**config.mk**
```make
export PLATFORM = sky130hd
export DESIGN_NAME = vmem_width_bridge_flat
export DESIGN_NICKNAME = d
export VERILOG_FILES = /design/src/rtl/vmem_width_bridge_if.sv /design/src/rtl/vmem_width_bridge.sv /design/src/flat_wrapper.sv
export SDC_FILE = /design/constraint.sdc
export NUM_CORES = 1
export LEC_CHECK = 0
export CORE_AREA = 4 4 185 187
export CTS_CLUSTER_SIZE = 10
export DETAILED_ROUTE_END_ITERATION = 8
export DIE_AREA = 0 0 189 191
export PLACE_DENSITY = 0.85
export SKIP_CTS_REPAIR_TIMING = 1
export SLEW_MARGIN = 20
export SYNTH_ARGS = -nofsm -noshare
export SYNTH_HDL_FRONTEND = slang
export SYNTH_SLANG_ARGS = --single-unit
export TNS_END_PERCENT = 100
```
**constraint.sdc**
```tcl
create_clock -name clk_i -period 4.55 [get_ports clk_i]
set_input_delay 0.455 -clock clk_i [delete_from_list [all_inputs] [get_ports clk_i]]
set_output_delay 0.455 -clock clk_i [all_outputs]
set_load 0.05 [all_outputs]
```
**src/rtl/vmem_width_bridge_if.sv**
```systemverilog
// Request/grant/rvalid memory bus shared by the vector side and the data-cache side.
// The master drives requests, and the slave answers with grants and responses.
interface vmem_width_bridge_if #(
    parameter int DATA_W = 128
);
    logic                  req;
    logic                  gnt;
    logic [31:0]           addr;
    logic                  we;
    logic [DATA_W/8-1:0]   be;
    logic [DATA_W-1:0]     wdata;
    logic                  rvalid;
    logic [DATA_W-1:0]     rdata;
    logic                  err;

    modport master (
        output req, addr, we, be, wdata,
        input  gnt, rvalid, rdata, err
    );

    modport slave (
        input  req, addr, we, be, wdata,
        output gnt, rvalid, rdata, err
    );
endinterface

```
**src/rtl/vmem_width_bridge.sv**
```systemverilog
// Splits one wide vector memory request into VMEM_W/DMEM_W in-order cache sub-beats.
// It reassembles the sub-beat responses into one wide response with a merged error flag.
module vmem_width_bridge #(
    parameter int VMEM_W = 128,
    parameter int DMEM_W = 64
) (
    input  logic                clk_i,
    input  logic                rst_ni,
    vmem_width_bridge_if.slave  vmem,
    vmem_width_bridge_if.master dmem
);
    localparam int N      = VMEM_W / DMEM_W;
    localparam int CW     = (N > 1) ? $clog2(N) : 1;
    localparam int VBE    = VMEM_W / 8;
    localparam int DBE    = DMEM_W / 8;
    localparam int OFF_W  = $clog2(VBE);
    localparam int DOFF_W = $clog2(DBE);
    localparam logic [CW-1:0] LAST      = CW'(N - 1);
    localparam logic [31:0]   ADDR_MASK = ~((32'd1 << OFF_W) - 32'd1);

    typedef enum logic [1:0] {
        IDLE,
        ISSUE,
        WAIT_RSP,
        RESP
    } state_e;

    state_e              state_q, state_d;
    logic [CW-1:0]       ic_q, rc_q;
    logic                err_q;
    logic [31:0]         addr_q;
    logic                we_q;
    logic [VBE-1:0]      be_q;
    logic [VMEM_W-1:0]   wdata_q;
    logic [VMEM_W-1:0]   rdata_q;
    logic [VMEM_W-1:0]   rsp_data_q;
    logic                rsp_err_q;

    logic                vmem_gnt;
    logic                dmem_req;
    logic                rsp_valid;
    logic                issue_hs;
    logic                rsp_hs;
    logic [VMEM_W-1:0]   rdata_merged;

    always_comb begin
        state_d   = state_q;
        vmem_gnt  = 1'b0;
        dmem_req  = 1'b0;
        rsp_valid = 1'b0;
        issue_hs  = 1'b0;
        case (state_q)
            IDLE: begin
                // No acceptance is advertised in a cycle that is being reset away.
                vmem_gnt = vmem.req & rst_ni;
                if (vmem.req) state_d = ISSUE;
            end
            ISSUE: begin
                dmem_req = 1'b1;
                issue_hs = dmem.gnt;
                if (dmem.gnt && ic_q == LAST) state_d = WAIT_RSP;
            end
            WAIT_RSP: begin
                state_d = WAIT_RSP;
            end
            RESP: begin
                rsp_valid = 1'b1;
                state_d   = IDLE;
            end
            default: state_d = IDLE;
        endcase
        // Responses are collected while sub-beats are still being issued.
        rsp_hs = dmem.rvalid && (state_q == ISSUE || state_q == WAIT_RSP);
        if (rsp_hs && rc_q == LAST) state_d = RESP;
    end

    always_comb begin
        rdata_merged = rdata_q;
        rdata_merged[rc_q*DMEM_W +: DMEM_W] = dmem.rdata;
    end

    always_ff @(posedge clk_i) begin
        if (!rst_ni) begin
            state_q    <= IDLE;
            ic_q       <= '0;
            rc_q       <= '0;
            err_q      <= 1'b0;
            addr_q     <= '0;
            we_q       <= 1'b0;
            be_q       <= '0;
            wdata_q    <= '0;
            rdata_q    <= '0;
            rsp_data_q <= '0;
            rsp_err_q  <= 1'b0;
        end else begin
            state_q <= state_d;
            if (state_q == IDLE && vmem.req) begin
                addr_q  <= vmem.addr & ADDR_MASK;
                we_q    <= vmem.we;
                be_q    <= vmem.be;
                wdata_q <= vmem.wdata;
                ic_q    <= '0;
                rc_q    <= '0;
                err_q   <= 1'b0;
            end
            if (issue_hs) ic_q <= ic_q + 1'b1;
            if (rsp_hs) begin
                rdata_q <= rdata_merged;
                err_q   <= err_q | dmem.err;
                rc_q    <= rc_q + 1'b1;
                // The presented response is held in its own registers so that it stays
                // stable while the next transaction is being collected.
                if (rc_q == LAST) begin
                    rsp_data_q <= rdata_merged;
                    rsp_err_q  <= err_q | dmem.err;
                end
            end
        end
    end

    assign vmem.gnt    = vmem_gnt;
    assign vmem.rvalid = rsp_valid;
    assign vmem.rdata  = rsp_data_q;
    assign vmem.err    = rsp_err_q;

    assign dmem.req    = dmem_req;
    assign dmem.addr   = addr_q + (32'(ic_q) << DOFF_W);
    assign dmem.we     = we_q;
    assign dmem.be     = be_q[ic_q*DBE +: DBE];
    assign dmem.wdata  = wdata_q[ic_q*DMEM_W +: DMEM_W];
endmodule

```
**src/flat_wrapper.sv**
```systemverilog
// flat-port wrapper written by rule: the top's interface ports become plain ports
module vmem_width_bridge_flat 
#(
    parameter int VMEM_W = 128,
    parameter int DMEM_W = 64
)
  (clk_i, rst_ni, vmem_req, vmem_addr, vmem_we, vmem_be, vmem_wdata, vmem_gnt, vmem_rvalid, vmem_rdata, vmem_err, dmem_req, dmem_addr, dmem_we, dmem_be, dmem_wdata, dmem_gnt, dmem_rvalid, dmem_rdata, dmem_err);
  vmem_width_bridge_if #(.DATA_W(VMEM_W)) vmem_i ();
  vmem_width_bridge_if #(.DATA_W(DMEM_W)) dmem_i ();
  input  logic clk_i;
  input  logic rst_ni;
  input wire logic [$bits(vmem_i.req)-1:0] vmem_req;
  input wire logic [$bits(vmem_i.addr)-1:0] vmem_addr;
  input wire logic [$bits(vmem_i.we)-1:0] vmem_we;
  input wire logic [$bits(vmem_i.be)-1:0] vmem_be;
  input wire logic [$bits(vmem_i.wdata)-1:0] vmem_wdata;
  output wire logic [$bits(vmem_i.gnt)-1:0] vmem_gnt;
  output wire logic [$bits(vmem_i.rvalid)-1:0] vmem_rvalid;
  output wire logic [$bits(vmem_i.rdata)-1:0] vmem_rdata;
  output wire logic [$bits(vmem_i.err)-1:0] vmem_err;
  output wire logic [$bits(dmem_i.req)-1:0] dmem_req;
  output wire logic [$bits(dmem_i.addr)-1:0] dmem_addr;
  output wire logic [$bits(dmem_i.we)-1:0] dmem_we;
  output wire logic [$bits(dmem_i.be)-1:0] dmem_be;
  output wire logic [$bits(dmem_i.wdata)-1:0] dmem_wdata;
  input wire logic [$bits(dmem_i.gnt)-1:0] dmem_gnt;
  input wire logic [$bits(dmem_i.rvalid)-1:0] dmem_rvalid;
  input wire logic [$bits(dmem_i.rdata)-1:0] dmem_rdata;
  input wire logic [$bits(dmem_i.err)-1:0] dmem_err;
  assign vmem_i.req = vmem_req;
  assign vmem_i.addr = vmem_addr;
  assign vmem_i.we = vmem_we;
  assign vmem_i.be = vmem_be;
  assign vmem_i.wdata = vmem_wdata;
  assign vmem_gnt = vmem_i.gnt;
  assign vmem_rvalid = vmem_i.rvalid;
  assign vmem_rdata = vmem_i.rdata;
  assign vmem_err = vmem_i.err;
  assign dmem_req = dmem_i.req;
  assign dmem_addr = dmem_i.addr;
  assign dmem_we = dmem_i.we;
  assign dmem_be = dmem_i.be;
  assign dmem_wdata = dmem_i.wdata;
  assign dmem_i.gnt = dmem_gnt;
  assign dmem_i.rvalid = dmem_rvalid;
  assign dmem_i.rdata = dmem_rdata;
  assign dmem_i.err = dmem_err;
  vmem_width_bridge #(.VMEM_W(VMEM_W), .DMEM_W(DMEM_W)) u_core (.clk_i(clk_i), .rst_ni(rst_ni), .vmem(vmem_i), .dmem(dmem_i));
endmodule
```
# Word-level counts from Yosys, hierarchy flattened
# Index checks and enable logic that the tools add are counted.
[classes]
n_mul = 0
mux = 13
shifts = 4
n_lt_le_gt_ge = 0
div_mod_pow = 0
n_eq_ne = 5
add_sub_neg = 4
reduce_logical = 10
bitwise_logic = 2
[ops]
columns = ["op", "n"]
rows = [
  ["$bwmux 128", 1],
  ["$shift 64x34->128 const A", 1],
  ["$shiftx 128x8->64", 1],
  ["$shiftx 64x34->128", 1],
  ["$neg 7->34", 1],
  ["$add 32x4->32", 1],
  ["$shiftx 16x5->8", 1],
  ["$mux 1", 8],
  ["$pmux 2 s4", 1],
  ["$mux 2", 3],
  ["$ne 3x2->1 const B", 2],
  ["$eq 2x2->1 const B", 2],
  ["$logic_and 1x1->1", 4],
  ["$reduce_and 2->1", 2],
  ["$reduce_bool 2->1", 2],
  ["$add 1x1->1 const B", 2],
  ["$eq 2x1->1 const B", 1],
  ["$logic_not 2->1", 1],
  ["$and 1x1->1", 1],
  ["$logic_or 1x1->1", 1],
  ["$or 1x1->1", 1],
]
[totals]
out_inout_bits = 237
memories = 0
wordCells = 49
regBits = 435
ramBits = 0
rom_bits = 0
latchBits = 0

# Logic depth before layout (Yosys ltp)
# Gate-level depths: netlist (run 1).
[logic_depth]
ltp_word = 6
mapped_depth = 8
ltp_nobuf = 5

# Least setup slack after synthesis (run 1)
# OpenSTA, ideal clock, no wires.
[synth_path]
path_type = "register -> output"
startpoint = "reg u_core.state_q[0]"
endpoint = "out vmem_gnt"
t_arrival_ps = 1560
t_required_ps = 4095
stages_incl_launch_ff = 6
path_slack_ps = 2535
path_buffers = 1
path_cell_list = "dfxtp_1 inv_1 ha_1 nand2_1 clkbuf_1 nor2_1"
[synth_via]
elab_chain_cells = 2
[synth_lines]
columns = ["item", "line_no", "source"]
rows = [
  ["start, declared", "vmem_width_bridge.sv:28", "state_e state_q, state_d;"],
  ["start signal, assigned", "vmem_width_bridge.sv:96", "state_q <= state_d;"],
  ["$logic_not 2->1", "vmem_width_bridge.sv:52", "case (state_q)"],
  ["$mux 1", "vmem_width_bridge.sv:52", ""],
  ["end, declared", "flat_wrapper.sv:17", "output wire logic [$bits(vmem_i.gnt)-1:0] vmem_gnt;"],
]
# Every way passes these cells.

# Final worst setup path (run 1)
[layout_path]
startpoint = "reg u_core.ic_q"
endpoint = "out dmem_wdata[0]"
[layout_via]
elab_chain_cells = 1
[layout_lines]
columns = ["item", "line_no", "source"]
rows = [
  ["start, declared", "vmem_width_bridge.sv:29", "logic [CW-1:0] ic_q, rc_q;"],
  ["start signal, assigned", "vmem_width_bridge.sv:106", "if (issue_hs) ic_q <= ic_q + 1'b1;"],
  ["$shiftx 128x8->64", "vmem_width_bridge.sv:130", "assign dmem.wdata = wdata_q[ic_q*DMEM_W +: DMEM_W];"],
  ["end, declared", "flat_wrapper.sv:25", "output wire logic [$bits(dmem_i.wdata)-1:0] dmem_wdata;"],
]
# Every way passes these cells.

==> results of run 1 <==
metal layers:
| metal | routed length, um | global-route usage [%] | up-vias |
|---|---|---|---|
| met5 | 0 | 0 | - |
| met3 | 4225 | 7.597 | 101 |
| met2 | 20260 | 37.06 | 507 |
| met1 | 15460 | 24.63 | 5910 |
| met4 | 1694 | 8.660 | 0 |
| li1 | - | - | 6295 |
sequential cells by signal, indices dropped and copies added (netlist names):
name,cells
u_core.be_q,16
u_core.dmem.we,1
u_core.wdata_q,128
u_core.rdata_q,64
u_core.err_q,1
u_core.ic_q,1
u_core.rc_q,1
u_core.vmem.err,1
u_core.state_q,2
u_core.vmem.rdata,128
u_core.addr_q,28
critical path, stage by stage, from the launching register on:
cell             delay (ns)
dfxtp_4                0.89
buf_4                  0.38
mux2_2                 0.38
clkdlybuf4s50_1        0.72
Yosys cell counts, drive strengths merged:
| master | count |
|---|---|
| a211o | 1 |
| a21boi | 1 |
| a21oi | 369 |
| and2 | 2 |
| and3 | 1 |
| and3b | 1 |
| buf | 101 |
| clkbuf | 39 |
| conb | 1 |
| dfxtp | 371 |
| ha | 3 |
| inv | 4 |
| mux2 | 72 |
| nand2 | 733 |
| nand3 | 2 |
| nand3b | 2 |
| nor2 | 2 |
| nor3 | 2 |
| o211ai | 1 |
| o21ai | 1 |
| o311a | 2 |
| or2 | 1 |
per-stage QoR:
stage | cell area (sq um) | utilization (%)
3_3_place_gp | 18510 | 57.04
6_report | 19700 | 60.71
3_5_place_dp | 18510 | 57.04
5_1_grt | 19700 | 60.71
2_1_floorplan | 13710 | -
4_1_cts | 19700 | 60.71
final cells by class:
class | instances | area (sq um) | area share [%]
Clock buffer | 48 | 1136 | 5.766
Clock inverter | 3 | 55.05 | 0.2794
Inverter | 4 | 22.52 | 0.1143
Multi-Input combinational cell | 1199 | 5612 | 28.48
Sequential cell | 371 | 7431 | 37.71
Tap cell | 442 | 553.0 | 2.807
Timing Repair Buffer | 490 | 4895 | 24.84
path summary, 6_finish.rpt:
kind	endpoint	start	slack [ns]	cells past startpoint
worst min-delay path	u_core.vmem.rdata[56]	u_core.rdata_q[56]	0.45	2
worst max-delay path	dmem_wdata[0]	u_core.ic_q	1.15	3
worst min register to register	u_core.vmem.rdata[56]	u_core.rdata_q[56]	0.45	2
worst max register to register	u_core.vmem.rdata[113]	u_core.state_q[0]	1.96	6
logic make-up after synthesis:
logic type,Yosys count,share of synthesized area [%]
adder cells (fa/ha/maj),3,0.2740
AO/OA/AOI/OAI,375,13.84
AND/OR/NAND/NOR,746,20.64
other,1,0.02737
multiplexers,72,5.918
buffers and inverters,144,5.087
flip-flops,371,54.21
power breakdown:
part           internal [W]  switching (W)  leakage, nW
Combinational       0.00100        0.00184         3.37
Clock               0.00180        0.00122        0.585
Sequential          0.00369       0.000261         3.02
Total               0.00649        0.00333         6.98
==> metrics.txt, run 1 <==
RSZ-0062 raised after global routing=no; Layout area overhead=43.83%; HP Class=reg -> reg; Top-Level Pins=484; vias in the first global route=12670; minimum clock period=3.404 ns; crit path kind=reg -> out; Peak VDD IR=0.3327 mV; number of nets in the layout=2359; Startpoint Class=flip-flop; Netlist Area Pre-Place=13700 sq um; FP Rows=66; diode count=0; Worst EP arrival=2.95 ns; total clock sinks=371; core area=32450 sq um; drt initial violations=626; Initial Utilization=42.21%; YS warnings=0; drt wl/cell=16.28 um; cts bufs inserted=43; layout cells sized above 1=6.761%; Max Fclk=293.8 MHz; Synth area leaders=dfxtp_1 54%, nand2_1 20%, a21oi_1 13%; dpl cells=2506; # fillers=2641; first-pass GRT wire length=64620 um; Worst-path clk slew=0.05 ns; Power Density=498.2 nW/um^2; flop and latch count out of synthesis=371; DIE HEIGHT=191 um; status=finished, final reports clean; Die X=189 um; full die area=36100 sq um; Final ANT Viol Nets=0; worst-margin pin slew=0.9969 ns; most common cell after layout, fill and taps aside=nand2_1; Setup WS post-layout=1.146 ns; Slew Limit Fails=0; All-Layer GR Usage=21.58%; Tot Pwr=0.009816 W; Post-Syn Area per Cell=8.002 sq um; initial antenna violation count=0; worst-skew pair later-pin latency=0.52 ns; router iterations before antenna repair=5; largest net degree at the start of global routing=226; clk_skew=0.01024 ns; Synth top area share=54.21%; Final HPWL DP=28350 um; Syn Inst Count=1712; GR Overflow Total=0; sequential element share of the synthesized area=54.21%; setup TNS=0 ns; H-tree depth=2; TritonCTS clock tree=yes; largest area contributor in the netlist=dfxtp_1; Rel. slew slack=33.54%; DR vias=12810; pre-CTS WS=1.636 ns; Crit Path Max Fanout=62; Longest Clk Path Bufs=3; post-route clock period utilization=74.80%; port bufs=476; Clock Root Buffer=clkbuf_16; CP endpoint kind=output port; Remaining DRCs=0; Final Hold Viols=0; via density per instance=5.011; Yosys cell types=25; Final Non-Filler Cells=2557; WHS=0.4472 ns; Placer Congestion=0.8403; max_cap viols=0; required time of the critical path=4.09 ns; leakage power=6.977 nW; most frequent cells in the layout=732 x nand2_1, 476 x clkdlybuf4s50_1, 370 x dfxtp_1, 369 x a21oi_1, 72 x mux2_2; DRT Wirelength=41640 um; Setup Viol. Count Final=0
Note: power is estimated with default switching activity, not from simulation.
==> run 2: changes to the inputs <==
Clock period 4.55 ns to 3.6 ns, I/O delays scaled along.
==> run 2 against run 1 <==
Against the previous run: highest routed layer is now met5; sequential cell count is the same; clock skew up 0.0042 ns; critical endpoint is now dmem_wdata[58]; hold slack got worse by 0.064 ns.
==> metrics.txt, run 2 (same netlist as run 1, synthesis figures left out) <==
# fillers=2680 (+1.5%); drt initial violations=720 (+15%); Layout area overhead=44.18%; family with the most delay on the worst path=buffers and inverters; path depth of the worst reg2reg path=6 (unchanged); Final ANT Viol Nets=0 (unchanged); DIE HEIGHT=191 um (unchanged); Initial Utilization=42.21% (unchanged); router iterations before antenna repair=5 (unchanged); Final Hold Viols=0 (unchanged); pre-CTS WS=0.7759 ns (-0.8604 ns); H-tree depth=2 (unchanged); post-route clock period utilization=83.08%; Placer Congestion=0.8445 (+0.50%); internal power=0.008206 W (+26%); leakage power=6.993 nW (+0.24%); GR Overflow Total=0 (unchanged); crit path kind=reg -> out; port bufs=476 (unchanged); All-Layer GR Usage=21.79% (+0.21 points); most frequent cells in the layout=732 x nand2_1, 476 x clkdlybuf4s50_1, 370 x dfxtp_1, 369 x a21oi_1, 72 x mux2_2; Final HPWL DP=28340 um (about the same); first-pass GRT wire length=65230 um (+0.94%); Clock Root Buffer=clkbuf_16; CP max stage delay=0.73 ns (-0.16 ns); Slew Limit Fails=0 (unchanged); core area=32450 sq um (unchanged); cts bufs inserted=43 (unchanged); max_cap viols=0 (unchanged); clock network fraction of total power=30.6% (-0.2 points); CP endpoint kind=output port; Worst-path clk slew=0.05 ns (about the same); switching power=0.004212 W (+27%); minimum clock period=2.991 ns; reg2reg end=u_core.vmem.rdata[54]; Remaining DRCs=0 (unchanged); setup TNS=0 ns (unchanged); Setup WS post-layout=0.6090 ns (-0.5374 ns); Setup Viol. Count Final=0 (unchanged); Power Density=628.8 nW/um^2 (+26%); switch share=33.92% (about the same); Rel. slew slack=29.99% (-3.6 points); RSZ-0062 raised after global routing=no; most common cell after layout, fill and taps aside=nand2_1; FP Rows=66 (unchanged); Comb pwr share=29.4% (+0.4 points); layout cells sized above 1=6.758% (about the same); worst-margin pin slew=1.050 ns (+0.05336 ns); HP Class=in -> reg; TritonCTS clock tree=yes; Top-Level Pins=484 (unchanged); drt wl/cell=16.38 um (+0.59%); Die X=189 um (unchanged); Worst EP arrival=2.63 ns (-0.32 ns); Crit Path Max Fanout=31 (-50%); total stage count of the critical path=3 (unchanged); status=finished, final reports clean; r2r startpoint=u_core.state_q[1]; DR vias=13030 (+1.7%); Longest Clk Path Bufs=3 (unchanged); CP startpoint=u_core.ic_q; largest net degree at the start of global routing=212 (-6.2%); r2r setup slk=1.24 ns (-0.72 ns); full die area=36100 sq um (unchanged); Peak VDD IR=0.4772 mV (+43%); via density per instance=5.093 (+1.6%); vias in the first global route=12810 (+1.1%); clk_skew=0.01443 ns (+0.004189 ns); number of nets in the layout=2360 (+0.042%); CP Buf/Inv Count=2 (unchanged); part of the power in registers=40.0% (-0.2 points); WHS=0.3827 ns (-0.06444 ns); CP Capture Point=dmem_wdata[58]; Startpoint Class=flip-flop; required time of the critical path=3.24 ns (-0.85 ns); worst-skew pair later-pin latency=0.53 ns (about the same); diode count=0 (unchanged); CP cell instances=buf_4 > mux2_2 > clkdlybuf4s50_1; Slowest-stage cell, CP=clkdlybuf4s50_1; total clock sinks=371 (unchanged); initial antenna violation count=1 (+1); DRT Wirelength=41900 um (+0.63%); Max Fclk=334.3 MHz
## run 2: cell types whose count changed in the layout (fill, tap and decap cells not counted), sizes merged
cell	delta
buf	+1
## run 2: final cells by class
class / count / area [sq um] / share of cell area [%]
Sequential cell: 371 / 7431 / 37.62
Multi-Input combinational cell: 1199 / 5612 / 28.41
Timing Repair Buffer: 491 / 4952 / 25.07
Clock buffer: 48 / 1126 / 5.701
Tap cell: 442 / 553.0 / 2.800
Clock inverter: 3 / 55.05 / 0.2787
Inverter: 4 / 22.52 / 0.1140
## run 2: worst min path at each step
stage                        startpoint                     to  slack (ns)  depth (start not counted)
finish                   vmem_wdata[54]     u_core.wdata_q[54]        0.38                          3
detailed placement   u_core.rdata_q[37]  u_core.vmem.rdata[37]        0.44                          2
floorplan           u_core.wdata_q[127]    u_core.wdata_q[127]        0.43                          2
global route             vmem_wdata[38]     u_core.wdata_q[38]        0.35                          3
global placement     u_core.rdata_q[40]  u_core.vmem.rdata[40]        0.44                          2
CTS                     vmem_wdata[101]    u_core.wdata_q[101]        0.36                          3
## run 2: power by group through the flow
stage / clock (W) / sequential [W] / combinational (W)
6_report: 0.00380 / 0.00497 / 0.00365
3_3_place_gp: 0 / 0.00501 / 0.00358
2_1_floorplan: 0 / 0.00528 / 0.00218
5_1_grt: 0.00405 / 0.00503 / 0.00394
3_5_place_dp: 0 / 0.00504 / 0.00364
4_1_cts: 0.00389 / 0.00497 / 0.00367
## run 2: routing by layer
layer	vias to the layer above	routed length (um)	GRT usage, %
met3	115	4118	7.432
li1	6305	-	-
met4	2	1797	8.997
met5	-	13	0
met2	534	20700	38.54
met1	6072	15280	23.99
## run 2: tightest hold or removal path: stages
cell and delay [ns]:
clkdlybuf4s50_1 0.39, nand2_1 0.05, a21oi_1 0.05
## run 2: per-stage QoR
step / instance area (sq um) / utilization, % / cells / power [W]
2_1_floorplan: 13710 / - / 1714 / 0.007462
3_3_place_gp: 18570 / 57.22 / 2507 / 0.008582
3_5_place_dp: 18570 / 57.22 / 2507 / 0.008689
4_1_cts: 19750 / 60.86 / 2558 / 0.01253
5_1_grt: 19750 / 60.86 / 2558 / 0.01302
6_report: 19750 / 60.86 / 2558 / 0.01242
==> run 3: changes to the inputs <==
Clock period 3.6 ns to 2.76 ns, I/O delays scaled along.
==> run 3 against run 2 <==
Against the previous run: via count is essentially flat; design area grew 1.8%; setup slack lost 0.54 ns; non-clock buffer count grew 15; critical path type unchanged; largest power group unchanged.
==> metrics.txt, run 3 (same netlist as run 1, synthesis figures left out) <==
Startpoint Class=flip-flop; initial antenna violation count=1 (unchanged); DRT Wirelength=42510 um (+1.5%); crit path kind=reg -> out; most common cell after layout, fill and taps aside=nand2_1; All-Layer GR Usage=22.17% (+0.38 points); status=finished, final reports clean; Slew Limit Fails=0 (unchanged); H-tree depth=2 (unchanged); CP cell instances=buf_12 > mux2_2 > clkdlybuf4s50_1; vias in the first global route=12920 (+0.84%); Initial Utilization=42.21% (unchanged); Peak VDD IR=0.6318 mV (+32%); dpl cells=2522 (+0.60%); CP max stage delay=0.71 ns (-0.02 ns); Max Fclk=371.7 MHz; CP endpoint kind=output port; internal power=0.01079 W (+32%); drt initial violations=609 (-15%); router iterations before antenna repair=5 (unchanged); leakage power=8.013 nW (+15%); layout cells sized above 1=7.508% (+0.75 points); HP Class=in -> reg; Rel. slew slack=57.80% (+28 points); clk_skew=0.01571 ns (+0.001281 ns); pre-CTS WS=0.5417 ns (-0.2342 ns); drt wl/cell=16.52 um (+0.83%); Worst EP arrival=2.41 ns (-0.22 ns); Crit Path Max Fanout=25 (-19%); Power Density=812.0 nW/um^2 (+29%); placed cell areas=18770 sq um (+1.1%); GR Overflow Total=0 (unchanged); Placer Congestion=0.8492 (+0.56%); core area=32450 sq um (unchanged); switching power=0.005527 W (+31%); Worst-path clk slew=0.06 ns (about the same); TritonCTS clock tree=yes; worst-margin pin slew=0.6311 ns (-0.4191 ns); DR vias=13030 (-0.0077%); Slowest-stage cell, CP=clkdlybuf4s50_1; Final HPWL DP=29840 um (+5.3%); Final Hold Viols=0 (unchanged); Comb pwr share=29.7% (+0.3 points); Remaining DRCs=0 (unchanged); Setup WS post-layout=0.06955 ns (-0.5395 ns); RSZ-0062 raised after global routing=no; Die X=189 um (unchanged); Final Non-Filler Cells=2574 (+0.63%); Top-Level Pins=484 (unchanged); r2r startpoint=u_core.state_q[0]; WHS=0.2897 ns (-0.09306 ns); switch share=33.87% (-0.051 points); CP startpoint=u_core.ic_q; required time of the critical path=2.48 ns (-0.76 ns); total clock sinks=371 (unchanged); FP Rows=66 (unchanged); minimum clock period=2.690 ns; first-pass GRT wire length=65770 um (+0.84%); port bufs=476 (unchanged); part of the power in registers=39.7% (-0.3 points); Clock Root Buffer=clkbuf_16; hold path startpoint=vmem_wdata[119]; max_cap viols=0 (unchanged); via density per instance=5.061 (-0.63%); Setup Viol. Count Final=0 (unchanged); setup TNS=0 ns (unchanged); worst-skew pair later-pin latency=0.53 ns (about the same); DIE HEIGHT=191 um (unchanged); clock network fraction of total power=30.6% (about the same); number of nets in the layout=2375 (+0.64%); Longest Clk Path Bufs=3 (unchanged); Final ANT Viol Nets=0 (unchanged); largest net degree at the start of global routing=95 (-55%); full die area=36100 sq um (unchanged); post-route cell area=20100 sq um (+1.8%); cts bufs inserted=43 (unchanged); post-route clock period utilization=97.48%; Layout area overhead=46.72%; most frequent cells in the layout=732 x nand2_1, 420 x clkdlybuf4s50_1, 370 x dfxtp_1, 369 x a21oi_1, 72 x mux2_2
==> run 3: changes by cell type in the layout (fill, tap and decap cells not counted) <==
| cell | previous run | this run |
|---|---|---|
| buf_12 | 6 | 13 |
| buf_4 | 9 | 18 |
| clkbuf_1 | 3 | 2 |
| clkbuf_8 | 1 | 2 |
| clkdlybuf4s50_1 | 476 | 420 |
| diode_2 | 0 | 1 |
| dlymetal6s2s_1 | 0 | 55 |
==> run 3: per-layer routing <==
layer	vias up	track usage, %	wire length, um
li1	6341	-	-
met1	6023	24.44	15570
met2	552	39.14	20960
met3	111	7.560	4224
met4	0	9.249	1759
met5	-	0	0
==> run 3: final cells by class <==
type / instances / area (sq um)
flip-flops and latches: 371 / 7431
diodes: 1 / 2.502
multi-input cells: 1199 / 5612
clock buffers: 48 / 1136
clock inverters: 3 / 55.05
well taps: 442 / 553.0
fillers: 2565 / 12350
repair buffers: 506 / 5288
inverters: 4 / 22.52
==> run 3: path summary, 6_finish.rpt <==
| kind | endpoint | slack, ns | depth (start not counted) |
|---|---|---|---|
| worst min-delay path | u_core.wdata_q[119] | 0.29 | 3 |
| worst min register to register | u_core.vmem.rdata[12] | 0.45 | 2 |
| worst max register to register | u_core.vmem.rdata[89] | 0.67 | 6 |
| worst max-delay path | dmem_wdata[6] | 0.07 | 3 |
==> run 3: stage by stage <==
step,util (%),power [W]
6_report,61.93,0.01632
5_1_grt,61.93,0.01712
4_1_cts,61.50,0.01646
3_5_place_dp,57.83,0.01144
3_3_place_gp,57.83,0.01131
2_1_floorplan,-,0.009733
==> run 3: power by group through the flow <==
stage / combinational (W) / clock (W) / sequential [W]
after detailed placement: 0.00487 / 0 / 0.00657
final: 0.00485 / 0.00500 / 0.00647
after CTS: 0.00490 / 0.00510 / 0.00647
after global placement: 0.00478 / 0 / 0.00653
after global routing: 0.00525 / 0.00533 / 0.00655
after floorplan: 0.00284 / 0 / 0.00689
==> run 3: worst max-delay path, delay by kind of cell, from the launching register on <==
kind     cells  cell delay (ns)
mux          1             0.35
buf+inv      2             0.95
flops        1             0.56
